**src/rtl/sccb_apb_seq.sv**
```systemverilog
// APB-programmed SCCB master: write-command FIFO plus register-read sequencer driving SIOC/SIOD.
// Optional interrupt-enable register and irq output are built when SCCB_APB_SEQ_IRQ_EN is defined.
module sccb_apb_seq #(
    parameter int CLK_FREQ   = 10_000_000,
    parameter int SCCB_FREQ  = 100_000,
    parameter int FIFO_DEPTH = 8
) (
    input  logic        PCLK,
    input  logic        PRESETN,
    input  logic        PSEL,
    input  logic        PENABLE,
    input  logic        PWRITE,
    input  logic [7:0]  PADDR,
    input  logic [31:0] PWDATA,
    output logic [31:0] PRDATA,
    output logic        PREADY,
    output logic        PSLVERR,
    output logic        sioc,
    output logic        siod_oe,
    input  logic        siod_i,
    output logic        cam_pwdn,
    output logic        cam_rstn,
    output logic        irq
);

    localparam int DIV = CLK_FREQ / (4 * SCCB_FREQ);
    localparam int CW  = (DIV > 2) ? $clog2(DIV) : 1;
    localparam int AW  = $clog2(FIFO_DEPTH);

    typedef enum logic [2:0] {IDLE, START, BYTE, STOP, RSTART} state_t;

    state_t          state_q, state_d;
    logic [1:0]      qtr_q, qtr_d, phase_q, phase_d;
    logic [3:0]      bit_q, bit_d;
    logic            rd_txn_q, rd_txn_d, rd_step_q, rd_step_d;
    logic [CW-1:0]   div_q, div_d;
    logic [15:0]     cmd_q, cmd_d;
    logic [7:0]      rx_q, rx_d;
    logic            sioc_q, sioc_d, siod_oe_q, siod_oe_d;

    logic            enable_q, enable_d, pwdn_q, pwdn_d, rstn_q, rstn_d;
    logic [6:0]      id_q, id_d;
    logic [7:0]      raddr_q, raddr_d, rdata_q, rdata_d;
    logic            done_q, done_d, ovf_q, ovf_d, rd_pend_q, rd_pend_d;

    logic [15:0]     mem_q [FIFO_DEPTH];
    logic [15:0]     mem_d [FIFO_DEPTH];
    logic [AW-1:0]   wr_ptr_q, wr_ptr_d, rd_ptr_q, rd_ptr_d;
    logic [AW:0]     count_q, count_d;

    logic            wr_en, push_req, push, pop, fifo_clr, full, empty, busy;
    logic            tick, last_phase, rd_phase, txn_done, rd_done;
    logic [7:0]      tx_byte_d;
    logic            rd_phase_d;
    logic [2:0]      bit_idx_d;
    logic            unused_pwdata;

`ifdef SCCB_APB_SEQ_IRQ_EN
    logic [1:0]      irq_en_q, irq_en_d;
    logic            irq_q, irq_d;
`endif

    function automatic logic [7:0] phase_byte(input logic [1:0] ph, input logic rd_txn,
                                              input logic rd_step, input logic [15:0] cmd,
                                              input logic [6:0] id, input logic [7:0] raddr);
        if (ph == 2'd0)      return {id, rd_step};
        else if (ph == 2'd1) return rd_txn ? raddr : cmd[15:8];
        else                 return cmd[7:0];
    endfunction

    assign wr_en         = PSEL & PENABLE & PWRITE;
    assign full          = (count_q == (AW+1)'(FIFO_DEPTH));
    assign empty         = (count_q == '0);
    assign busy          = (state_q != IDLE);
    assign push_req      = wr_en && (PADDR == 8'h0C);
    assign push          = push_req && !full;
    assign fifo_clr      = wr_en && (PADDR == 8'h00) && PWDATA[1];
    assign PSLVERR       = push_req && full;
    assign PREADY        = 1'b1;
    assign tick          = (div_q == CW'(DIV - 1));
    assign last_phase    = rd_txn_q ? (phase_q == 2'd1) : (phase_q == 2'd2);
    assign rd_phase      = rd_step_q && (phase_q == 2'd1);
    assign sioc          = sioc_q;
    assign siod_oe       = siod_oe_q;
    assign cam_pwdn      = pwdn_q;
    assign cam_rstn      = rstn_q;
    assign unused_pwdata = ^PWDATA[31:16];

    // Transaction engine; the quarter divider only runs while a transaction is on the bus.
    always_comb begin
        state_d   = state_q;
        qtr_d     = qtr_q;
        bit_d     = bit_q;
        phase_d   = phase_q;
        rd_txn_d  = rd_txn_q;
        rd_step_d = rd_step_q;
        cmd_d     = cmd_q;
        rx_d      = rx_q;
        pop       = 1'b0;
        txn_done  = 1'b0;
        rd_done   = 1'b0;
        div_d     = (state_q == IDLE || tick) ? '0 : div_q + CW'(1);
        case (state_q)
            IDLE: begin
                if (enable_q && (rd_pend_q || !empty)) begin
                    state_d   = START;
                    qtr_d     = 2'd0;
                    bit_d     = 4'd0;
                    phase_d   = 2'd0;
                    rd_step_d = 1'b0;
                    rd_txn_d  = rd_pend_q;
                    if (!rd_pend_q) begin
                        pop   = 1'b1;
                        cmd_d = mem_q[rd_ptr_q];
                    end
                end
            end
            START, RSTART: begin
                if (tick) begin
                    qtr_d = qtr_q + 2'd1;
                    if (qtr_q == 2'd3) begin
                        state_d = (state_q == START) ? BYTE : START;
                        bit_d   = 4'd0;
                    end
                end
            end
            BYTE: begin
                if (tick) begin
                    qtr_d = qtr_q + 2'd1;
                    if (qtr_q == 2'd2 && rd_phase && bit_q < 4'd8)
                        rx_d = {rx_q[6:0], siod_i};
                    if (qtr_q == 2'd3) begin
                        bit_d = bit_q + 4'd1;
                        if (bit_q == 4'd8) begin
                            bit_d   = 4'd0;
                            phase_d = phase_q + 2'd1;
                            if (last_phase)
                                state_d = STOP;
                        end
                    end
                end
            end
            STOP: begin
                if (tick) begin
                    qtr_d = qtr_q + 2'd1;
                    if (qtr_q == 2'd3) begin
                        phase_d = 2'd0;
                        if (rd_txn_q && !rd_step_q) begin
                            state_d   = RSTART;
                            rd_step_d = 1'b1;
                        end else begin
                            state_d  = IDLE;
                            txn_done = 1'b1;
                            rd_done  = rd_txn_q;
                        end
                    end
                end
            end
            default: state_d = IDLE;
        endcase
    end

    // Pin levels are decoded from the next engine state so they register alongside it.
    always_comb begin
        tx_byte_d  = phase_byte(phase_d, rd_txn_d, rd_step_d, cmd_d, id_q, raddr_q);
        rd_phase_d = rd_step_d && (phase_d == 2'd1);
        bit_idx_d  = 3'(4'd7 - bit_d);
        sioc_d     = 1'b1;
        siod_oe_d  = 1'b0;
        case (state_d)
            START: begin
                sioc_d    = (qtr_d < 2'd2);
                siod_oe_d = (qtr_d != 2'd0);
            end
            BYTE: begin
                sioc_d    = (qtr_d == 2'd1) || (qtr_d == 2'd2);
                siod_oe_d = !rd_phase_d && (bit_d < 4'd8) && !tx_byte_d[bit_idx_d];
            end
            STOP: begin
                sioc_d    = (qtr_d != 2'd0);
                siod_oe_d = (qtr_d < 2'd2);
            end
            default: begin
                sioc_d    = 1'b1;
                siod_oe_d = 1'b0;
            end
        endcase
    end

    // Register file; set events are applied after W1C clears so they win.
    always_comb begin
        enable_d  = enable_q;
        pwdn_d    = pwdn_q;
        rstn_d    = rstn_q;
        id_d      = id_q;
        raddr_d   = raddr_q;
        rdata_d   = rd_done ? rx_q : rdata_q;
        done_d    = done_q;
        ovf_d     = ovf_q;
        rd_pend_d = rd_done ? 1'b0 : rd_pend_q;
        if (wr_en) begin
            case (PADDR)
                8'h00: begin
                    enable_d = PWDATA[0];
                    pwdn_d   = PWDATA[3];
                    rstn_d   = PWDATA[4];
                    if (PWDATA[2]) rd_pend_d = 1'b1;
                end
                8'h04: begin
                    if (PWDATA[3]) done_d = 1'b0;
                    if (PWDATA[4]) ovf_d  = 1'b0;
                end
                8'h08:   id_d    = PWDATA[6:0];
                8'h10:   raddr_d = PWDATA[7:0];
                default: ;
            endcase
        end
        if (txn_done)         done_d = 1'b1;
        if (push_req && full) ovf_d  = 1'b1;
    end

    always_comb begin
        mem_d    = mem_q;
        wr_ptr_d = wr_ptr_q + AW'(push);
        rd_ptr_d = rd_ptr_q + AW'(pop);
        count_d  = count_q + (AW+1)'(push) - (AW+1)'(pop);
        if (push)
            mem_d[wr_ptr_q] = PWDATA[15:0];
        if (fifo_clr) begin
            wr_ptr_d = '0;
            rd_ptr_d = '0;
            count_d  = '0;
        end
    end

`ifdef SCCB_APB_SEQ_IRQ_EN
    always_comb begin
        irq_en_d = (wr_en && PADDR == 8'h1C) ? PWDATA[1:0] : irq_en_q;
        irq_d    = |(irq_en_d & {ovf_d, done_d});
    end
    assign irq = irq_q;
`else
    assign irq = 1'b0;
`endif

    always_comb begin
        PRDATA = '0;
        case (PADDR)
            8'h00: PRDATA = {27'd0, rstn_q, pwdn_q, 2'b00, enable_q};
            8'h04: PRDATA = {26'd0, rd_pend_q, ovf_q, done_q, full, empty, busy};
            8'h08: PRDATA = {25'd0, id_q};
            8'h10: PRDATA = {24'd0, raddr_q};
            8'h14: PRDATA = {24'd0, rdata_q};
            8'h18: PRDATA = 32'(count_q);
`ifdef SCCB_APB_SEQ_IRQ_EN
            8'h1C: PRDATA = {30'd0, irq_en_q};
`endif
            default: PRDATA = '0;
        endcase
    end

    always_ff @(posedge PCLK or negedge PRESETN) begin
        if (!PRESETN) begin
            state_q   <= IDLE;
            qtr_q     <= '0;
            bit_q     <= '0;
            phase_q   <= '0;
            rd_txn_q  <= 1'b0;
            rd_step_q <= 1'b0;
            div_q     <= '0;
            cmd_q     <= '0;
            rx_q      <= '0;
            sioc_q    <= 1'b1;
            siod_oe_q <= 1'b0;
            enable_q  <= 1'b0;
            pwdn_q    <= 1'b0;
            rstn_q    <= 1'b1;
            id_q      <= 7'h21;
            raddr_q   <= '0;
            rdata_q   <= '0;
            done_q    <= 1'b0;
            ovf_q     <= 1'b0;
            rd_pend_q <= 1'b0;
            wr_ptr_q  <= '0;
            rd_ptr_q  <= '0;
            count_q   <= '0;
            for (int i = 0; i < FIFO_DEPTH; i++) mem_q[i] <= '0;
`ifdef SCCB_APB_SEQ_IRQ_EN
            irq_en_q  <= '0;
            irq_q     <= 1'b0;
`endif
        end else begin
            state_q   <= state_d;
            qtr_q     <= qtr_d;
            bit_q     <= bit_d;
            phase_q   <= phase_d;
            rd_txn_q  <= rd_txn_d;
            rd_step_q <= rd_step_d;
            div_q     <= div_d;
            cmd_q     <= cmd_d;
            rx_q      <= rx_d;
            sioc_q    <= sioc_d;
            siod_oe_q <= siod_oe_d;
            enable_q  <= enable_d;
            pwdn_q    <= pwdn_d;
            rstn_q    <= rstn_d;
            id_q      <= id_d;
            raddr_q   <= raddr_d;
            rdata_q   <= rdata_d;
            done_q    <= done_d;
            ovf_q     <= ovf_d;
            rd_pend_q <= rd_pend_d;
            wr_ptr_q  <= wr_ptr_d;
            rd_ptr_q  <= rd_ptr_d;
            count_q   <= count_d;
            mem_q     <= mem_d;
`ifdef SCCB_APB_SEQ_IRQ_EN
            irq_en_q  <= irq_en_d;
            irq_q     <= irq_d;
`endif
        end
    end

endmodule

```
**config.mk**
```make
export PLATFORM = sky130hd
export DESIGN_NAME = sccb_apb_seq
export DESIGN_NICKNAME = d
export VERILOG_FILES = /design/src/rtl/sccb_apb_seq.sv
export SDC_FILE = /design/constraint.sdc
export NUM_CORES = 1
export LEC_CHECK = 0
export ABC_CLOCK_PERIOD_IN_PS = 3150
export BUFFER_PORTS_ARGS = -buffer_cell sky130_fd_sc_hd__clkbuf_2
export CAP_MARGIN = 20
export CORE_UTILIZATION = 35
export DETAILED_ROUTE_END_ITERATION = 6
export PLACE_DENSITY_LB_ADDON = 0.3
export SETUP_SLACK_MARGIN = 0.05
export SYNTH_ARGS = -nofsm -noshare
export SYNTH_HDL_FRONTEND = slang
export SYNTH_SLANG_ARGS = --single-unit
```
**constraint.sdc**
```tcl
create_clock -name PCLK -period 3.15 [get_ports PCLK]
set_clock_uncertainty 0.2 [all_clocks]
set_input_delay 0.4725 -clock PCLK [delete_from_list [all_inputs] [get_ports PCLK]]
set_output_delay 0.4725 -clock PCLK [all_outputs]
set_load 0.01 [all_outputs]
```
=== Yosys cells after proc, flatten, opt, wreduce, memory -nomap -nowiden ===
Cells that the tools add are included.

* Magnitude comparators: 7
* Bitwise operators: 4
* Equal/unequal tests: 23
* Divide/modulo/power cells: 0
* $add $sub $neg: 9
* Shift-type cells: 0
* Reductions and logical operators: 42
* Multipliers: 0
* Mux-type cells: 81

{| class="wikitable"
|+ Operators by type and width
! cell !! count
|-
| $bwmux 128 || 1
|-
| $mux 16 || 6
|-
| $bmux 16 s3 || 1
|-
| $demux 16 s3 || 1
|-
| $pmux 8 s6 || 1
|-
| $mux 3 || 12
|-
| $mux 1 || 31
|-
| $mux 4 || 7
|-
| $eq 8x5->1 const B || 3
|-
| $mux 8 || 3
|-
| $mux 2 || 9
|-
| $eq 8x4->1 const B || 2
|-
| $logic_and 1x1->1 || 14
|-
| $reduce_bool 2->1 || 7
|-
| $eq 3x2->1 const B || 4
|-
| $pmux 3 s4 || 1
|-
| $pmux 4 s3 || 1
|-
| $reduce_and 3->1 || 3
|-
| $eq 2x2->1 const B || 4
|-
| $eq 4x4->1 const B || 2
|-
| $eq 8x3->1 const B || 1
|-
| $ge 4x4->1 const B || 2
|-
| $logic_not 8->1 || 1
|-
| $lt 4x4->1 const B || 2
|-
| other kinds (31) || 47
|}

* Output and inout bits: 39
* Register bits after elaboration: 211
* Memories kept: 0
* Memory bits (writable): 0
* Word-level logic and storage cells: 197
* Input port bits: 46
* Bits in read-only memories: 0
* Latch bits: 0

=== Logic depth before layout (Yosys ltp) ===
Gate-level depths: netlist of run 1.

* Depth in word-level cells: 15
* Gate-level depth with buffers: 15

=== Least setup slack after synthesis of run 1 ===
No wires, ideal clock.

* Path type: in2reg
* From: input PADDR[1]
* To: register count_q[2]
* Path buffers: 0
* Data required time: 2.830 ns
* Arrival time: 2.783 ns
* Stages on the path: 10
* Path slack: 0.047 ns
* Library setup time: 0.120 ns
* Cells stage by stage: nor4_1 -> nand2_1 -> or4_1 -> nand2b_1 -> ha_1 -> inv_1 -> ha_1 -> fa_1 -> xnor2_1 -> nor2_1

* Longest elaborated chain between the ends: 6

{| class="wikitable"
|+ Ends and longest elaborated chain
! what !! line !! source
|-
| start, declared || 13 || <nowiki>input logic [7:0] PADDR,</nowiki>
|-
| $eq 8x4->1 || 75 || <nowiki>assign push_req = wr_en && (PADDR == 8'h0C);</nowiki>
|-
| $logic_and 1x1->1 || 75 ||
|-
| $logic_and 1x1->1 || 76 || <nowiki>assign push = push_req && !full;</nowiki>
|-
| $add 4x1->4 || 226 || <nowiki>count_d = count_q + (AW+1)'(push) - (AW+1)'(pop);</nowiki>
|-
| $sub 4x1->4 || 226 ||
|-
| $mux 4 (*) || 229 || <nowiki>if (fifo_clr) begin</nowiki>
|-
| named net count_d[2] || 49 || <nowiki>logic [AW:0] count_q, count_d;</nowiki>
|-
| end signal, assigned || 315 || <nowiki>count_q <= count_d;</nowiki>
|-
| end, declared || 49 ||
|}

Mark *: on every way through the listed nets, which the timed path passes. The rest lies on a longest branch.
A chain may end at the register's enable or synchronous reset.

=== Worst setup path after layout of run 1 ===
* From: register count_q[2]
* To: register siod_oe_q, in the netlist siod_oe

* Longest elaborated chain between the ends: 14

{| class="wikitable"
|+ Ends and longest elaborated chain
! what !! line !! source
|-
| $logic_not 4->1 (*) || 73 || <nowiki>assign empty = (count_q == '0);</nowiki>
|-
| $logic_not 1->1 (*) || 105 || <nowiki>if (enable_q && (rd_pend_q || !empty)) begin</nowiki>
|-
| $logic_or 1x1->1 (*) || 105 ||
|-
| $logic_and 1x1->1 (*) || 105 ||
|-
| $mux 2 (tied with other cells) || 105 ||
|-
| $pmux 2 s3 (tied with other cells) || 103 || <nowiki>case (state_q)</nowiki>
|-
| $eq 2x1->1 or $mux 8 (tied branches) || 67, 166 ||
|-
| $mux 8 || 67 || <nowiki>else if (ph == 2'd1) return rd_txn ? raddr : cmd[15:8];</nowiki>
|-
| $mux 8 || 66 || <nowiki>if (ph == 2'd0) return {id, rd_step};</nowiki>
|-
| $bmux 1 s3 || 177 || <nowiki>siod_oe_d = !rd_phase_d && (bit_d < 4'd8) && !tx_byte_d[bit_idx_d];</nowiki>
|-
| $mux 1 (implied by the code) || 177 ||
|-
| $logic_not 1->1 || 177 ||
|-
| $logic_and 1x1->1 || 177 ||
|-
| $pmux 1 s3 (*) || 170 || <nowiki>case (state_d)</nowiki>
|-
| named net siod_oe_d || 39 || <nowiki>logic sioc_q, sioc_d, siod_oe_q, siod_oe_d;</nowiki>
|-
| end signal, assigned || 303 || <nowiki>siod_oe_q <= siod_oe_d;</nowiki>
|-
| end, declared || 39 ||
|}

Mark *: on every way through the listed nets, which the timed path passes. The rest lies on a longest branch. The select of a mux whose other input is x is not followed.

==> out/metrics.cfg, run 1 <==
[status]
status = finished clean

[clock_tree]
cts_made_buffers = 24
clockRootBuffer = clkbuf_16
cts-htree-levels = 1
cts_max_path_buffers = 3
insertion_delay_ns = 0.53
cts_tree = done
cts_sinks = 211
clk_pin_slew_ns = 0.06

[synthesis]
yosysSeqAreaShare_pct = 50.0
synthCells = 851
syn_area_um2 = 10600
synth-simple-area-share_pct = 10.5
synth_xor_area_share_pct = 0.663
synth_top_family_by_area = multiplexers
ys_types = 75
synth_top_flop_cell = dfrtp_1
synth_area_per_cell_um2 = 12.4
yosys_warnings = 0
ys_ff_latch = 211
synth-adder-area-share_pct = 2.44
synth-async-reset-ratio_pct = 100
synth_edf_count = 0
muxShareOfSynthArea_pct = 24.1
synth-compound-area-share_pct = 7.20

[min_path]
min_path_type = primary input to flip-flop

[timing]
setup_tns_ns = 0
max_slew_margin_pct = 61.5
rsz0062_at_grt = false
finalCriticalPeriod_ns = 2.95
hold_viol_final = 0
finalCritPeriodShare_pct = 93.5
setup_viol_count_final = 0
tightest_slew_ns = 0.572
drv_slew = 0
setup_slack_ns = 0.203
fmaxAchievable_mhz = 339

[setup_path]
end_kind = flip-flop
path_max_fanout = 6
cp_top_family = simple AND/OR/NAND/NOR gates
worstSetupStartpointType = flip-flop
worst-setup-path-type = flip-flop to flip-flop
crit_slowest_cell = or4b_4
crit_path_max_incr_delay_ns = 0.53
path_buf_inv = 1
crit_path_cell_trace = inv_2 > ha_2 > or4b_4 > nand2_2 > a21oi_1 > or3_4 > ha_1 > o22a_1 > and4_1 > a211oi_2
worstPathArrival_ns = 3.18
critPathRequiredTime_ns = 3.38

[placement]
port_buffers = 42
hpwl_um = 17800
post-place-ws_ns = -0.0213
gp_congestion = 0.852

[cells_and_area]
n_fill_cell = 2843
mostFrequentLayoutCells = dfrtp_1 (205), mux2_2 (162), buf_4 (68), nand2_1 (65), nor2_1 (45)
layout_commonest_cell = dfrtp_1
syn2layout_area_growth_pct = 17.0
fin_util_pct = 41.7
multi_input_area_um2 = 4900
drive_gt1_share_pct = 38.8
nets = 1013
seq_area_um2 = 5290

[global_routing]
grtUsageMet1_pct = 23.2
grt_max_degree = 75
grt_first_pass_wirelength_um = 40800
antenna_found_initial = 1
met2_usage_pct = 27.6
gr-usage-all-layers_pct = 16.8
busiest_layer = met2
overflow = 0
grt_pass1_vias = 7145
met3_usage_pct = 2.62

[route]
wl_per_cell_um = 18.6
ant_nets = 0
drtIter0Drc = 470
via_per_inst = 5.20
first_pass_iters = 4
via_count = 7041
drc = 0
detail_route.wirelength_um = 25200

[floorplan]
fp.dieArea_um2 = 30900
die_h_um = 176
ios = 85
start_util_pct = 35.6
core_um2 = 29600
die_width_um = 176
row_count = 63

[power]
power_leakage_nw = 5.91
peakVddDrop_v = 0.000354
powerDensity_nw_per_um2 = 526

[job]
drv_cap = 0

[logic make-up after synthesis]
group,Yosys count
flip-flops,211
AND/OR/NAND/NOR,207
multiplexers,203
AO/OA/AOI/OAI,108
buffers and inverters,92
adder cells (fa/ha/maj),20
XOR/XNOR,8
other,2
[area by class of cell]
type	instances	area share (%)
multi-input combinational	573	39.6
clock buffer	33	5.38
inverter	23	0.749
clock inverter	9	1.08
sequential	211	42.8
timing repair buffer	114	6.39
tap	390	3.95
antenna	1	0.0203
[synth_stat cells (4+ instances only)]
library cell / count / area share, %
a211oi_1: 5 / 0.36
a21o_1: 7 / 0.50
a21oi_1: 20 / 0.95
a22o_1: 4 / 0.33
a22oi_1: 17 / 1.2
a31oi_1: 8 / 0.47
and2_1: 13 / 0.77
and4_1: 4 / 0.33
buf_1: 4 / 0.14
buf_2: 12 / 0.57
buf_4: 32 / 2.3
buf_6: 6 / 0.64
clkbuf_1: 15 / 0.53
dfrtp_1: 207 / 49
dfstp_2: 4 / 1.0
ha_1: 19 / 2.3
inv_1: 20 / 0.71
mux2_2: 162 / 17
mux2i_1: 15 / 1.4
mux4_2: 25 / 5.3
nand2_1: 66 / 2.3
nand2b_1: 5 / 0.30
nand3_1: 19 / 0.90
nand3b_1: 6 / 0.43
nor2_1: 45 / 1.6
nor2b_1: 4 / 0.24
nor3_1: 9 / 0.43
nor3b_2: 4 / 0.47
nor4_1: 6 / 0.36
o211ai_1: 4 / 0.28
o21ai_0: 11 / 0.52
xnor2_1: 5 / 0.41
[registers in the layout, summed over array words and instances, names as in the netlist, 4 cells and up]
| register | flops |
|---|---|
| rdata_q | 8 |
| raddr_q | 8 |
| bit_q | 4 |
| rx_q | 8 |
| mem_q | 128 |
| id_q | 7 |
| cmd_q | 16 |
| count_q | 4 |
| div_q | 5 |
[power by group]
part           internal, W  switching, W  leakage [nW]
clock              0.00172       0.00113         0.389
combinational     0.000330      0.000425          2.62
sequential         0.00280     0.0000982          2.90
[metrics by stage]
stage / power [W] / instance area [um^2] / cells / hold WS [ns]
after global routing: 0.00679 / 12400 / 1353 / 0.0898
after CTS: 0.00656 / 12300 / 1350 / 0.0781
after floorplan: 0.00343 / 10700 / 875 / -0.0231
after detailed placement: 0.00368 / 11500 / 1306 / 0.267
after global placement: 0.00367 / 11500 / 1306 / 0.262
final: 0.00650 / 12400 / 1354 / 0.0912
[worst paths after layout]
path | start | end | slack, ns | cells after the start
worst max-delay path | count_q[2]$_DFF_PN0_ | siod_oe$_DFF_PN0_ | 0.20 | 10
worst min-delay path | PWDATA[8] | mem_q[72]$_DFFE_PN0P_ | 0.09 | 2
worst max register to register | count_q[2]$_DFF_PN0_ | siod_oe$_DFF_PN0_ | 0.20 | 10
worst min register to register | cmd_q[13]$_DFF_PN0_ | cmd_q[13]$_DFF_PN0_ | 0.28 | 2
max in group asynchronous | PRESETN | cam_rstn$_DFFE_PN1P_ | 1.64 | 3
min in group asynchronous | PRESETN | rx_q[5]$_DFFE_PN0P_ | 0.28 | 2
[worst reg2reg max path, stage by stage (launching register included)]
cell and delay [ns]:
dfrtp_1 0.39, inv_2 0.09, ha_2 0.20, or4b_4 0.53, nand2_2 0.12, a21oi_1 0.07, or3_4 0.40, ha_1 0.22
o22a_1 0.24, and4_1 0.18, a211oi_2 0.22
[layer usage]
layer | wire, um | share of wire [%]
met5 | 0 | 0
met4 | 563 | 2.2
met2 | 12000 | 48
met1 | 11500 | 46
met3 | 1130 | 4.5
[repair_timing]
item                                    CTS  global route
endpoints found under the hold margin    47             0
hold buffers                              2             0
buffers inserted                          0             2
gates resized for setup                   1            14
cloned                                    0             1
pin swaps                                 0             2
endpoints found under the setup margin    1             4
No activity file was read; power rests on OpenSTA's default activity.
==> run 2, diff against run 1 <==
CTS_BUF_LIST = sky130_fd_sc_hd__clkbuf_8 sky130_fd_sc_hd__clkbuf_16   (was unset)
PLACE_DENSITY_LB_ADDON = unset   (was 0.3)
==> run 2 against run 1 <==
  * Global-route usage grew 0.20 points
  * First-iteration DRC count shrank 8.3%
  * Combinational power grew 5.0%
  * Cell count shrank 0.30%
  * Sequential share of layout area grew 0.13 points
  * Via count shrank 0.23%
  * Register-to-register slack lost 0.02 ns
  * Final area shrank 0.29%
  * Routed wire length is essentially flat
  * Worst setup slack lost 0.025 ns
  * Clock power shrank 5%
  * Largest power group unchanged
  * Highest routed layer unchanged
==> out/metrics.cfg, run 2 (synthesis gave the netlist of run 1 again) <==
[setup_path]
critPathRequiredTime_ns = 3.39
worstPathArrival_ns = 3.21
path_max_fanout = 6
end_kind = flip-flop
worstSetupStartpointType = flip-flop
worst-setup-path-type = flip-flop to flip-flop

[route]
via_count = 7025
first_pass_iters = 5
drtIter0Drc = 431
drc = 0
detail_route.wirelength_um = 25200
via_per_inst = 5.20
ant_nets = 0
wl_per_cell_um = 18.6

[global_routing]
grt_pass1_vias = 7327
antenna_found_initial = 0
grt_first_pass_wirelength_um = 41500
overflow = 0
grt_max_degree = 72
gr-usage-all-layers_pct = 17.0

[job]
drv_cap = 0

[power]
powerDensity_nw_per_um2 = 519
peakVddDrop_v = 0.000377
power_leakage_nw = 5.91

[clock_tree]
cts_made_buffers = 25
cts_max_path_buffers = 3
cts-htree-levels = 1
insertion_delay_ns = 0.53
cts_tree = done
clk_pin_slew_ns = 0.06
clockRootBuffer = clkbuf_16
cts_sinks = 211

[cells_and_area]
multi_input_area_um2 = 4880
reg.largest.list = mem_q: 128 flops, cmd_q: 16 flops
final_cell_count_no_fill = 1350
design_area_um2 = 12300
seq_area_um2 = 5290
layout_commonest_cell = dfrtp_1
drive_gt1_share_pct = 37.9
regMostFlops = mem_q
diodes = 0
nets = 1007
syn2layout_area_growth_pct = 16.7
mostFrequentLayoutCells = dfrtp_1 (205), mux2_2 (162), nand2_1 (65), buf_4 (58), nor2_1 (45)
n_fill_cell = 2828
largest_reg_flops = 128

[timing]
tightest_slew_ns = 0.602
finalCritPeriodShare_pct = 94.3
hold_viol_final = 0
fmaxAchievable_mhz = 337
finalCriticalPeriod_ns = 2.97
max_slew_margin_pct = 59.9
setup_viol_count_final = 0
rsz0062_at_grt = false
drv_slew = 0

[placement]
gp_congestion = 0.898
hpwl_um = 17400
port_buffers = 42
dpl_cell_area_um2 = 11500
dp_cells = 1299

[floorplan]
core_um2 = 29600
ios = 85
fp.dieArea_um2 = 30900
start_util_pct = 35.6
die_h_um = 176
die_width_um = 176
row_count = 63

[min_path]
min_path_type = primary input to flip-flop

[status]
status = finished clean

-- run 2: report_power, final --
part | internal (W) | leakage, nW | switching, W
clock network | 0.00157 | 0.413 | 0.00114
logic | 0.000346 | 2.59 | 0.000447
registers | 0.00280 | 2.90 | 0.0000911
total | 0.00472 | 5.91 | 0.00168
-- run 2: final timing paths --
kind,startpoint,to,slack (ns),cells after the start
max,count_q[2]$_DFF_PN0_,siod_oe$_DFF_PN0_,0.18,10
min,PWDATA[14],mem_q[62]$_DFFE_PN0P_,0.09,2
max reg2reg,count_q[2]$_DFF_PN0_,siod_oe$_DFF_PN0_,0.18,10
min reg2reg,cmd_q[14]$_DFF_PN0_,cmd_q[14]$_DFF_PN0_,0.27,2
max in group asynchronous,PRESETN,mem_q[107]$_DFFE_PN0P_,1.58,3
min in group asynchronous,PRESETN,rdata_q[4]$_DFFE_PN0P_,0.32,2
-- run 2: repair_timing --
action | 4_1_cts | 5_1_grt
pin swaps | 0 | 1
cloned | 0 | 0
buffers inserted | 0 | 3
endpoints found under the setup margin | 1 | 3
gates resized for setup | 2 | 5
hold endpoints to repair | 66 | 0
hold buffers | 2 | 0
-- run 2: final cells by class --
type	instances	area share, %
multi-input combinational	572	39.6
clock buffer	30	5.64
inverter	23	0.711
clock inverter	16	0.751
tap	390	3.96
sequential	211	42.9
timing repair buffer	108	6.45
-- run 2: metrics by stage --
step	power [W]	TNS [ns]	util, %	setup WS (ns)	hold slack [ns]
global placement	0.00371	-0.0426	38.7	-0.0426	0.258
detailed placement	0.00372	-0.00849	38.7	-0.00849	0.261
floorplan	0.00343	0	-	0.133	-0.0231
global route	0.00672	0	41.6	0.0518	0.0796
CTS	0.00648	0	41.4	0.112	0.0684
finish	0.00640	0	41.6	0.178	0.0879
-- run 2: per-layer routing --
layer,global-route usage (%),part of all wire (%),wire (um)
met1,23.5,46,11700
met2,28.3,48,12200
met3,2.49,3.5,877
met4,3.62,1.8,442
met5,0,0,0
-- run 2: worst max-delay path: stages (launching register included) --
cell and delay (ns):
dfrtp_1 0.38, inv_1 0.11, ha_2 0.22, or4b_4 0.53, nand2_2 0.11, a21oi_1 0.08
nand3_1 0.13, nand2_1 0.07, or4bb_1 0.53, o31a_1 0.32, a211oi_2 0.20
